File: src/rtl/ctrl_pkg.sv
// rtl/ctrl_pkg.sv - shared control-word layout, step indices and default step table
// Purpose: constants shared by the sequence controller and the blocks around it.
// Control word layout, MSB to LSB: {selA, wrA, wrB, aluOp[ALU_OP_W-1:0]}.
// The *_OFS constants are bit offsets above the aluOp field, so they hold for any ALU_OP_W.
package ctrl_pkg;

    localparam int ALUOP_LSB  = 0;
    localparam int WR_B_OFS   = 0;
    localparam int WR_A_OFS   = 1;
    localparam int SEL_A_OFS  = 2;
    localparam int CTRL_FLAGS = 3;

    // Absolute bit positions for the default 2-bit aluOp.
    localparam int WR_B_BIT  = 2 + WR_B_OFS;
    localparam int WR_A_BIT  = 2 + WR_A_OFS;
    localparam int SEL_A_BIT = 2 + SEL_A_OFS;

    localparam int IDLE      = 0;
    localparam int LOAD      = 1;
    localparam int DISPLAY_B = 2;
    localparam int STORE_Q   = 3;
    localparam int STORE_R   = 4;

    localparam int DEFAULT_N_STEPS  = 5;
    localparam int DEFAULT_ALU_OP_W = 2;

    // Step 0 in the LSBs: idle, load, displayB, storeQ, storeR.
    localparam logic [24:0] DEFAULT_STEP_TABLE = 25'b01011_01010_00001_11100_00000;

endpackage

File: src/rtl/edge_detect_neg.sv
// rtl/edge_detect_neg.sv - rising-edge detector for a level input, sampled on negedge clock
// Ports: clock, reset (async, active-high), sig (level in), rise (sig high now, low last cycle).
// The history flop resets to 1 so an input already high at reset release is not seen as an edge.
module edge_detect_neg (
    input  logic clock,
    input  logic reset,
    input  logic sig,
    output logic rise
);

    logic sig_q;

    always_ff @(negedge clock or posedge reset) begin
        if (reset) begin
            sig_q <= 1'b1;
        end else begin
            sig_q <= sig;
        end
    end

    assign rise = sig & ~sig_q;

endmodule

File: src/rtl/seq_controle.sv
// rtl/seq_controle.sv - table-driven step sequencer for the register/ALU datapath
// Purpose: walks STEP_TABLE on dv rising edges or, in auto mode, after HOLD_CYCLES clocks per step.
// Ports: clock, reset (async, active-high), dv, auto_en, abort in;
//        selA, wrA, wrB, aluOp (control word), busy, done, prStateLed, nxStateLed out.
// All state updates on the falling edge of clock.
module seq_controle
    import ctrl_pkg::*;
#(
    parameter int N_STEPS  = 5,
    parameter int ALU_OP_W = 2,
    parameter int STEP_W   = $clog2(N_STEPS),
    parameter logic [N_STEPS*(3+ALU_OP_W)-1:0] STEP_TABLE = DEFAULT_STEP_TABLE,
    parameter int HOLD_CYCLES = 8,
    parameter int WR_PULSE    = 1
) (
    input  logic                clock,
    input  logic                reset,
    input  logic                dv,
    input  logic                auto_en,
    input  logic                abort,
    output logic                selA,
    output logic                wrA,
    output logic                wrB,
    output logic [ALU_OP_W-1:0] aluOp,
    output logic                busy,
    output logic                done,
    output logic [STEP_W-1:0]   prStateLed,
    output logic [STEP_W-1:0]   nxStateLed
);

    localparam int CW_W = CTRL_FLAGS + ALU_OP_W;
    localparam int HC_W = (HOLD_CYCLES > 1) ? $clog2(HOLD_CYCLES) : 1;
    localparam logic [STEP_W-1:0] LAST_STEP = STEP_W'(N_STEPS - 1);
    localparam logic [STEP_W-1:0] IDLE_STEP = STEP_W'(IDLE);
    localparam logic [HC_W-1:0]   HOLD_MAX  = HC_W'(HOLD_CYCLES - 1);

    logic [STEP_W-1:0] step, step_next;
    logic [HC_W-1:0]   hold_cnt, hold_cnt_next;
    logic              first;
    logic              dv_rise;
    logic              hold_hit;
    logic              advance;
    logic              wrap;
    logic [CW_W-1:0]   ctrl_word;

    edge_detect_neg u_dv_edge (
        .clock (clock),
        .reset (reset),
        .sig   (dv),
        .rise  (dv_rise)
    );

    always_ff @(negedge clock or posedge reset) begin
        if (reset) begin
            step     <= IDLE_STEP;
            hold_cnt <= '0;
            first    <= 1'b1;
            done     <= 1'b0;
        end else begin
            step     <= step_next;
            hold_cnt <= hold_cnt_next;
            first    <= (step_next != step);
            done     <= wrap;
        end
    end

    always_comb begin
        hold_hit      = 1'b0;
        advance       = 1'b0;
        wrap          = 1'b0;
        step_next     = step;
        hold_cnt_next = hold_cnt;

        // Step 0 is never timed out; it waits for the operator.
        hold_hit = auto_en && (step != IDLE_STEP) && (hold_cnt == HOLD_MAX);
        advance  = dv_rise || hold_hit;

        if (abort) begin
            step_next = IDLE_STEP;
        end else if (advance) begin
            step_next = (step == LAST_STEP) ? IDLE_STEP : step + 1'b1;
            wrap      = (step == LAST_STEP);
        end

        if ((step_next != step) || (step == IDLE_STEP) || !auto_en) begin
            hold_cnt_next = '0;
        end else if (hold_cnt != HOLD_MAX) begin
            hold_cnt_next = hold_cnt + 1'b1;
        end
    end

    always_comb begin
        ctrl_word = STEP_TABLE[int'(step)*CW_W +: CW_W];
        selA      = ctrl_word[ALU_OP_W + SEL_A_OFS];
        aluOp     = ctrl_word[ALUOP_LSB +: ALU_OP_W];
        // In pulse mode the write enables only fire in the first cycle of a step.
        wrA       = ctrl_word[ALU_OP_W + WR_A_OFS] & (first | (WR_PULSE == 0));
        wrB       = ctrl_word[ALU_OP_W + WR_B_OFS] & (first | (WR_PULSE == 0));
    end

    assign busy       = (step != IDLE_STEP);
    assign prStateLed = step;
    assign nxStateLed = step_next;

endmodule

File: config.mk
export PLATFORM = sky130hd
export DESIGN_NAME = seq_controle
export DESIGN_NICKNAME = d
export VERILOG_FILES = /design/src/rtl/ctrl_pkg.sv /design/src/rtl/edge_detect_neg.sv /design/src/rtl/seq_controle.sv
export SDC_FILE = /design/constraint.sdc
export NUM_CORES = 1
export LEC_CHECK = 0
export ABC_AREA = 1
export BUFFER_PORTS_ARGS = -buffer_cell sky130_fd_sc_hd__buf_2
export CORE_MARGIN = 4
export CORE_UTILIZATION = 50
export CTS_CLUSTER_DIAMETER = 200
export DETAILED_ROUTE_END_ITERATION = 10
export PLACE_DENSITY = 0.77
export SYNTH_ARGS = -nofsm -noshare
export SYNTH_HDL_FRONTEND = slang
export SYNTH_SLANG_ARGS = --single-unit
File: constraint.sdc
create_clock -name clock -period 2.25 [get_ports clock]
set_input_delay 0.225 -clock clock [delete_from_list [all_inputs] [get_ports clock]]
set_output_delay 0.225 -clock clock [all_outputs]
set_load 0.005 [all_outputs]
==> results.md, run 1 <==
- The hold buffer count at CTS is 0.
- After synthesis, the cell types taking the most area are sky130_fd_sc_hd__dfrtn_1 (26%), sky130_fd_sc_hd__ha_1 (11%), sky130_fd_sc_hd__dfstp_2 (7.9%).
- The worst setup timing slack at the placement stage is -0.478 ns.
- After Yosys synthesis, and, or, nand and nor cells account for 38.2% of the synthesized area.
- The number of synthesis warnings is 0.
- After the last repair the worst path ends at an output port.
- The starting density of the core is 56.3%.
- Summed over all nets, the half-perimeter wirelength after detailed placement is 1320 µm.
- In this run the vertical extent of the chip is 44.6 µm.
- Of the synthesized area, sequential elements account for 34.1%.
- Entering global routing, the biggest net connects 10 pins.
- The synthesized design devotes to its leading area cell type 26.2% of total area.
- The largest area contributor in the synthesized netlist is sky130_fd_sc_hd__dfrtn_1.
- The flip-flop and latch count after synthesis is 9.
- Summing the areas of all compound-gate instances in the mapped netlist gives 4.87% of the synthesized area.
- The share of synthesized area spent on multiplexers is 0%.
- In this run the number of H-tree levels came out at 1.
- After Yosys synthesis, XOR and XNOR cells account for 1.31% of the synthesized area.
- The flow did not finish.
- The total number of clock tree sinks is 9.
- The terminating stage of the flow is global routing.
- The number of nets handed over by synthesis was 89.
- The post-synthesis cell type count is 23.
- The synthesized area divided by synthesized cell count is 8.57 µm².
- The global placement routability congestion is 0.839.
- The horizontal die dimension is 44.6 µm.
- 18 I/O pins were placed.
- The number of rows in the core area is 12.
- The tree is rooted in a sky130_fd_sc_hd__clkbuf_4.
- The synthesized-area fraction occupied by adder cells is 11.2%.
- The number of buffers on the longest clock path is 2.
- In this run, CTS created clock tree buffers numbering 3.
- By area, the combinational part of the netlist is dominated by simple AND/OR/NAND/NOR gates.
- The combined area of all synthesized cells is 668 µm².
- The tool reported: "[ERROR DPL-0038] Utilization greater than 100%, impossible to legalize".
- The quantity of I/O buffers inserted on ports is 17.
- Synthesis produced 78 cells.
- The endpoint pin with the least setup slack after global-route repair is nxStateLed[0].
[per-stage QoR]
| stage | hold slack [ns] | util, % | instance area [µm²] | setup TNS, ns | instances |
|---|---|---|---|---|---|
| 2_1_floorplan | 0.449 | - | 688 | -1.27 | 78 |
| 3_3_place_gp | 0.464 | 76.2 | 903 | -2.08 | 124 |
| 3_5_place_dp | 0.480 | 76.2 | 903 | -2.42 | 124 |
| 4_1_cts | 0.486 | 89.9 | 1070 | -4.93 | 136 |
[cells in the mapped netlist]
| cell type | n |
|---|---|
| sky130_fd_sc_hd__inv_1 | 14 |
| sky130_fd_sc_hd__nand2_1 | 10 |
| sky130_fd_sc_hd__dfrtn_1 | 7 |
| sky130_fd_sc_hd__nand4_1 | 7 |
| sky130_fd_sc_hd__ha_1 | 6 |
| sky130_fd_sc_hd__nand2_2 | 6 |
| sky130_fd_sc_hd__nand2_4 | 3 |
| sky130_fd_sc_hd__nand3_2 | 3 |
| sky130_fd_sc_hd__nor2_1 | 3 |
| sky130_fd_sc_hd__a21oi_1 | 2 |
| sky130_fd_sc_hd__dfstp_2 | 2 |
| sky130_fd_sc_hd__inv_2 | 2 |
| sky130_fd_sc_hd__nand3_1 | 2 |
| sky130_fd_sc_hd__o21ai_0 | 2 |
| sky130_fd_sc_hd__a211oi_1 | 1 |
| sky130_fd_sc_hd__and3_2 | 1 |
| sky130_fd_sc_hd__clkinv_4 | 1 |
| sky130_fd_sc_hd__nand3_4 | 1 |
| sky130_fd_sc_hd__nor2_4 | 1 |
| sky130_fd_sc_hd__nor3_1 | 1 |
| sky130_fd_sc_hd__nor3_2 | 1 |
| sky130_fd_sc_hd__o21ai_1 | 1 |
| sky130_fd_sc_hd__xor2_1 | 1 |
[cells by family after synthesis]
family	after synthesis
simple gates	39
flops	9
buf+inv	17
xor+xnor	1
fa+ha+maj	6
compound gates	6
[timing repair]
action / 4_1_cts
buffers inserted: 10
resized for setup: 19
pin swaps: 6
setup endpoints to repair: 12
==> run 2, diff against run 1 <==
- CORE_AREA: not set -> 4 4 65 67
- CORE_MARGIN: 4 -> not set
- CORE_UTILIZATION: 50 -> not set
- CTS_CLUSTER_DIAMETER: 200 -> not set
- DIE_AREA: not set -> 0 0 69 71
- PLACE_DENSITY: 0.77 -> not set
- PLACE_DENSITY_LB_ADDON: not set -> 0.15
==> results.md, run 2 <==
- The flow ran to the end, but the final reports show violations.
- The checks that failed: setup timing.
- The worst setup path is launched from a register.
- For this run, the total global-route usage over all layers was measured as 8.19%.
- The TritonCTS clock tree is done.
- The vertical die dimension was 71 µm (+59%).
- The met2 routing resource usage after global routing is 14.2%.
- The setup check on the worst reg-to-reg path leaves a slack of 0.44 ns.
- The signal arrival time at the worst endpoint is 2.77 ns.
- The number of optimization iterations in the first detailed-route pass is 4.
- The root buffer selected by CTS is sky130_fd_sc_hd__clkbuf_8.
- The flip-flop and latch count after synthesis came to 9 (unchanged).
- The critical path class is reg2out.
- The most used flip-flop cell after synthesis is sky130_fd_sc_hd__dfrtn_1.
- Summed over all nets, the switching power comes to 0.191 mW.
- The sequential cell area fraction in the yosys report is 34.1% (unchanged).
- The post-synthesis cell type count is 23 (unchanged).
- The via count of the routed design is 675.
- The combinational family with the most area after synthesis is simple AND/OR/NAND/NOR gates.
- sky130_fd_sc_hd__inv_1 is the most common cell in the netlist.
- The area enclosed by the die boundary is 4900 µm².
- The number of cells on the worst hold path is 2.
- The HPWL after detailed placement is 1470 µm (+11%).
- The share of synthesized area spent on multiplexers is 0% (unchanged).
- Per report_power, the sequential group accounts for 30.3% of the total.
- The final routed DRC violation total is 0.
- The class of the worst hold path is reg2reg.
- The synthesized area divided by synthesized cell count is 8.57 µm² (unchanged).
- Entering global routing, the biggest net connects 10 pins.
- The synthesized-area fraction occupied by adder cells is 11.2% (unchanged).
- The hold buffer count at CTS is 0 (unchanged).
- The detailed-route vias per instance is 3.86.
- The worst setup skew after layout is 0.0440 ns.
- The internal power is 0.414 mW.
- The startpoint identified for the worst register-to-register timing path is prStateLed[1].
- The final layout contains 139 nets.
- The clock-pin slew on the worst setup and hold paths is 0.04 ns.
- The routed wire length is 1930 µm.
- Max-cap violations in this run came to 0.
- The number of flops mapped to enable cells by yosys is 0 (unchanged).
- The ratio of cells with drive above 1 in the final layout is 66.1%.
- The worst hold path terminates at hold_cnt[1].
- The number of hold violations in the final report is 0.
- STA puts the critical path data required time at 2.03 ns.
- After synthesis, the most frequently instantiated cells are sky130_fd_sc_hd__inv_1 (14), sky130_fd_sc_hd__nand2_1 (10), sky130_fd_sc_hd__dfrtn_1 (7), sky130_fd_sc_hd__nand4_1 (7).
- Across the VDD grid, the largest voltage drop is 0.000126 V.
- The post-synthesis net count is 89 (unchanged).
- The post-synthesis xor/xnor area fraction came to 1.31% (unchanged).
- The total area of multi-input combinational cells is 450 µm².
- The final setup slack of the worst path is -0.746 ns.
- Setup repair after global routing could not meet its margin everywhere.
- Counting the fill cells in the layout gives 399.
- The part of the power in the clock network is 35.7%.
- Global routing used 1.28% of the available met3 tracks.
- The cell count after synthesis is 78 (unchanged).
- The diode insertion count for antenna repair is 0.
- The first global-routing pass estimated 3170 µm of wire.
- Of all cell types, the one taking the most synthesized area is sky130_fd_sc_hd__dfrtn_1.
- The TritonCTS buffer count was 3 (unchanged).
- On the final layout, the worst hold slack is 0.502 ns.
- In the layout the commonest cells are sky130_fd_sc_hd__buf_4 (21), sky130_fd_sc_hd__buf_6 (14), sky130_fd_sc_hd__inv_1 (10), sky130_fd_sc_hd__buf_2 (9), sky130_fd_sc_hd__nand2_1 (8).
- The startpoint identified for the worst hold timing path is hold_cnt[1].
- The quantity of I/O buffers inserted on ports was 17 (unchanged).
- The post-synthesis share of cell area spent on and, or, nand and nor gates is 38.2% (unchanged).
- The average wire per cell in the routed design is 11.0 µm.
- The summed negative setup slack over all endpoints is -4.80 ns.
- The starting density of the core is 18.4% (-38 points).
- The transition at the pin with the smallest max-transition slack is 0.410 ns.
- The register cell area after layout is 228 µm².
- Compared with the post-synthesis result, the final layout area differs by 82.4%.
- The number of setup violations in the final report is 14.
- The global placement routability congestion is 0.695 (-17%).
- After the first detailed-routing iteration, the DRC count stood at 27.
- The number of rows in the core area is 22 (+10).
- The compound-cell area share of the yosys netlist came to 4.87% (unchanged).
- The count of nets left with antenna violations after detail routing is 0.
- The share of async-settable or async-resettable flops after synthesis came to 100% (unchanged).
- The horizontal die dimension came to 69 µm (+55%).
- The number of primary I/O pins was 18 (unchanged).
- The capture instance of the worst register-to-register path is hold_cnt[1].
- Net switching is 31.5% of the power.
- The global routing stage identified its most utilized layer as met2.
- The combined area of all synthesized cells came to 668 µm² (unchanged).
- The number of global-route vias before repair was 704.
- The global-route track usage on met1 is 9.35%.
- Power spread over the standard cell area amounts to 496 nW/µm².
- In this run the worst path has a maximum fanout of 5.
- After synthesis, the cell types taking the most area are sky130_fd_sc_hd__dfrtn_1 (26%), sky130_fd_sc_hd__ha_1 (11%), sky130_fd_sc_hd__dfstp_2 (7.9%).
- For this run the aggregate overflow at the end of global routing stands at 0.
- Combinational logic is responsible for 34.1% of the overall power.
- The most critical setup path has its startpoint at prStateLed[1].
- The logic depth of the worst register-to-register path is 12.
- The count of final max-slew check failures is 0.
- The total number of clock tree sinks is 9 (unchanged).
- The number of buffers on the longest clock path is 2 (unchanged).
- The worst pin sits at a relative slew slack of 72.6%.
- The number of antenna violations at the first check in global routing came to 0.
- The leakage power is 0.644 nW.
- The area share of the largest cell type after synthesis is 26.2% (unchanged).
- The number of synthesis warnings is 0 (unchanged).
- The clock insertion delay at the later pin of the skew report is 0.30 ns.
- The core region is 3630 µm².
- The library cell used most frequently in the layout, excluding fill and tap cells, is sky130_fd_sc_hd__buf_4.
- The total number of H-tree levels is 1 (unchanged).
- The element type at the critical path end is an output port.
-- run 2: critical path, stage by stage (launching register included) --
cell	delay [ns]
sky130_fd_sc_hd__dfrtn_1	0.43
sky130_fd_sc_hd__inv_2	0.07
sky130_fd_sc_hd__ha_4	0.17
sky130_fd_sc_hd__nand2_4	0.08
sky130_fd_sc_hd__nand3_4	0.10
sky130_fd_sc_hd__nand2_4	0.12
sky130_fd_sc_hd__inv_4	0.04
sky130_fd_sc_hd__a211oi_2	0.23
sky130_fd_sc_hd__buf_2	0.15
-- run 2: logic make-up (layout without fill, tap and decap cells) --
logic type	count (synthesis)	in the layout
simple gates	39	39
buf+inv	17	66
flops	9	9
fa+ha+maj	6	6
compound gates	6	6
xor+xnor	1	1
-- run 2: how the worst max path moves through the flow --
stage / endpoint
after floorplan: nxStateLed[0]
after global placement: nxStateLed[0]
after detailed placement: nxStateLed[0]
after CTS: nxStateLed[0]
after global routing: nxStateLed[0]
final: nxStateLed[0]
-- run 2: cell type report --
cell class                 instances  area share, %
tap                               48           4.93
sequential                         9           18.7
multi-input combinational         52           37.0
timing repair buffer              44           29.6
clock buffer                       4           3.70
inverter                          16           5.54
clock inverter                     2          0.616
-- run 2: power groups by stage --
stage	Combinational, mW	Clock, mW	Sequential, mW
floorplan	0.0807	0.00835	0.186
global placement	0.153	0.00835	0.184
detailed placement	0.152	0.00835	0.184
CTS	0.184	0.220	0.183
global route	0.225	0.229	0.184
finish	0.206	0.216	0.183
-- run 2: metal layers --
layer	wire [µm]	part of all wire, %
met5	0	0
met4	48	2.5
met3	48	2.5
met2	1010	52
met1	829	43
-- run 2: repair_timing --
item                                    4_1_cts  5_1_grt
pin swaps                                     7       15
gates cloned                                  0        0
endpoints found under the setup margin       12       13
gates resized for setup                      25        9
setup buffers                                 2       11
-- run 2: per-stage QoR --
| stage | cells | utilization, % | instance area [µm²] | power (mW) | worst slack (ns) |
|---|---|---|---|---|---|
| 2_1_floorplan | 78 | - | 688 | 0.275 | -0.368 |
| 3_3_place_gp | 159 | 26.2 | 953 | 0.345 | -0.454 |
| 3_5_place_dp | 159 | 26.2 | 953 | 0.345 | -0.464 |
| 4_1_cts | 166 | 30.9 | 1120 | 0.587 | -0.708 |
| 5_1_grt | 175 | 33.5 | 1220 | 0.638 | -0.830 |
| 6_report | 175 | 33.5 | 1220 | 0.605 | -0.746 |
(Power assumes the default switching activity.)
==> run 3, diff against run 2 <==
- PLACE_DENSITY_LB_ADDON: 0.15 -> not set
==> results.md, run 3 (same netlist as run 2, synthesis figures left out) <==
- The number of primary I/O pins is 18 (unchanged).
- The worst setup path is of the reg2out kind.
- The root buffer selected by CTS is sky130_fd_sc_hd__clkbuf_8.
- The diode insertion count for antenna repair is 0 (unchanged).
- The total power is 0.594 mW (-1.7%).
- The area enclosed by the die boundary is 4900 µm² (unchanged).
- The net count of the finished layout is 140 (+0.72%).
- The quantity of I/O buffers inserted on ports is 17 (unchanged).
- The number of buffers on the longest clock path was 2 (unchanged).
- The capture instance of the worst register-to-register path is hold_cnt[0].
- The element type at the critical path end is an output port.
- The final routed DRC violation total is 0 (unchanged).
- The startpoint identified for the worst register-to-register timing path is hold_cnt[0].
- The relative slew slack is 74.0% (+1.4 points).
- The worst setup skew after layout is 0.0480 ns (+0.00404 ns).
- The vertical die dimension is 71 µm (unchanged).
- The switching share of power came to 30.6% (-0.96 points).
- The worst ir drop on vdd is 0.000204 V (+62%).
- The type of origin of the critical path is a register.
- The relative contribution of combinational cells to total power is 34.5% (+0.4 points).
- The global-route wire length before repair is 3040 µm (-4.2%).
- Leaving out fill and tap cells, the most frequent cell in the layout is sky130_fd_sc_hd__buf_4.
- The maximum number of pins on one net before global-route repair is 10 (unchanged).
- The global placement routability congestion is 0.765 (+10%).
- The count of nets left with antenna violations after detail routing is 0 (unchanged).
- The number of rows in the core area is 22 (unchanged).
- The average wire per cell in the routed design is 10.2 µm (-7.3%).
- The internal power is 0.413 mW (-0.34%).
- The leakage power is 0.654 nW (+1.6%).
- The starting density of the core is 18.4% (unchanged).
- Compared with the post-synthesis result, the final layout area differs by 82.6%.
- The hold buffer count at CTS is 0 (unchanged).
- The power per cell area is 487 nW/µm² (-1.8%).
- The clock insertion delay at the later pin of the skew report came to 0.30 ns (about the same).
- The checks that failed: setup timing.
- The portion of total power attributed to sequential cells is 30.9% (+0.6 points).
- The combined global-route utilization of all metal layers was 7.80% (-0.38 points).
- The number of optimization iterations in the first detailed-route pass is 3 (-1).
- The horizontal die dimension is 69 µm (unchanged).
- The clock-pin slew on the worst setup and hold paths is 0.03 ns (about the same).
- The total area of multi-input combinational cells is 448 µm² (-0.56%).
- The required arrival time at the worst endpoint is 2.03 ns (about the same).
- The HPWL after detailed placement is 1310 µm (-11%).
- The run finished, with violations left.
- The ratio of cells with drive above 1 in the final layout is 63.3% (-2.9 points).
- The end of the critical path is nxStateLed[2].
- The TritonCTS buffer count is 3 (unchanged).
- The part of the power in the clock network is 34.6% (-1.1 points).
- The signal arrival time at the worst endpoint is 2.75 ns (-0.02 ns).
- The switching power total is 0.182 mW (-4.7%).
- The tightest hold margin is 0.488 ns (-0.0136 ns).
- The transition at the pin with the smallest max-transition slack is 0.390 ns (-0.0203 ns).
- The number of antenna violations at the first check in global routing is 0 (unchanged).
- The total number of H-tree levels is 1 (unchanged).
- Setup repair after global routing could not meet its margin everywhere.
- The detailed-route vias per instance was 3.85 (-0.27%).
- The final setup slack of the worst path is -0.724 ns (+0.0223 ns).
- The register cell area after layout is 228 µm² (unchanged).
- The number of violations reported at the end of detailed-routing iteration 0 is 12 (-56%).
- The number of global-route vias before repair is 687 (-2.4%).
- The number of hold violations in the final report was 0 (unchanged).
- TritonCTS built the clock tree.
- The via count of the routed design came to 677 (+0.30%).
- The routed wire length is 1800 µm (-6.7%).
- The logic depth of the worst register-to-register path is 14 (+2).
- The most critical setup path has its startpoint at hold_cnt[1].
- The count of final max-slew check failures was 0 (unchanged).
- Leaving out fill and tap cells, the most frequent cells in the layout are sky130_fd_sc_hd__buf_4 (19), sky130_fd_sc_hd__buf_6 (15), sky130_fd_sc_hd__inv_1 (11), sky130_fd_sc_hd__buf_2 (11), sky130_fd_sc_hd__nand2_1 (9).
- The maximum fanout count along the critical path is 6 (+1).
- The total number of clock tree sinks is 9 (unchanged).
- The tightest min-delay check is of the reg2reg type.
- The number of max-cap violations was 0 (unchanged).
- The setup slack on the worst flop-to-flop path is 0.36 ns (-0.08 ns).
- The area of the core is 3630 µm² (unchanged).
- The number of setup violations in the final report is 15 (+1).
- The total congestion overflow is 0 (unchanged).
- The total of fill cells in the finished design is 377 (-5.5%).
[run 3: metal layers]
layer	global-route usage [%]	wire length, µm	part of all wire [%]	vias up
met5	0	0	0	-
met4	3.47	38	2.1	0
met3	3.27	83	4.6	6
met2	12.6	900	50	14
met1	9.01	778	43	307
li1	-	-	-	350
[run 3: worst max-delay path, stage by stage, from the launching register on]
cell	delay [ns]
sky130_fd_sc_hd__dfrtn_1	0.41
sky130_fd_sc_hd__ha_2	0.19
sky130_fd_sc_hd__ha_4	0.14
sky130_fd_sc_hd__nand3_4	0.10
sky130_fd_sc_hd__nand2_4	0.11
sky130_fd_sc_hd__buf_4	0.12
sky130_fd_sc_hd__nand2_2	0.05
sky130_fd_sc_hd__nand3_2	0.07
sky130_fd_sc_hd__inv_1	0.05
sky130_fd_sc_hd__buf_2	0.12
[run 3: repair_timing]
action,in CTS,in global routing
cloned,0,0
resized for setup,24,7
pin swaps,8,9
setup endpoints to repair,12,15
buffers inserted,7,5
endpoints found under the hold margin,0,0
[run 3: how the worst min path moves through the flow]
stage	start	to	slack (ns)	cells after the start
final	hold_cnt[1]	hold_cnt[1]	0.49	2
after global routing	hold_cnt[1]	hold_cnt[1]	0.54	2
after CTS	hold_cnt[1]	hold_cnt[1]	0.50	2
after detailed placement	hold_cnt[1]	hold_cnt[1]	0.49	2
after global placement	hold_cnt[1]	hold_cnt[1]	0.47	2
after floorplan	hold_cnt[1]	hold_cnt[1]	0.45	2
[run 3: power groups by stage]
stage	clock network (mW)	registers, mW	logic, mW
2_1_floorplan	0.00835	0.186	0.0807
3_5_place_dp	0.00835	0.184	0.151
4_1_cts	0.214	0.183	0.188
3_3_place_gp	0.00835	0.184	0.151
5_1_grt	0.228	0.185	0.224
6_report	0.205	0.184	0.205
[run 3: layout make-up]
type / instances / share of cell area, %
Inverter: 16 / 5.33
Multi-Input combinational cell: 52 / 36.7
Clock buffer: 4 / 3.69
Sequential cell: 9 / 18.7
Timing Repair Buffer: 45 / 30.1
Tap cell: 48 / 4.92
Clock inverter: 2 / 0.615
[run 3: stage by stage]
step | cell area (µm²) | TNS [ns] | worst slack (ns) | cells | utilization (%)
finish | 1220 | -5.10 | -0.724 | 176 | 33.6
global route | 1220 | -6.28 | -0.810 | 176 | 33.6
CTS | 1160 | -4.69 | -0.725 | 172 | 32.0
detailed placement | 968 | -3.15 | -0.467 | 161 | 26.7
global placement | 968 | -3.00 | -0.424 | 161 | 26.7
floorplan | 688 | -1.27 | -0.368 | 78 | -
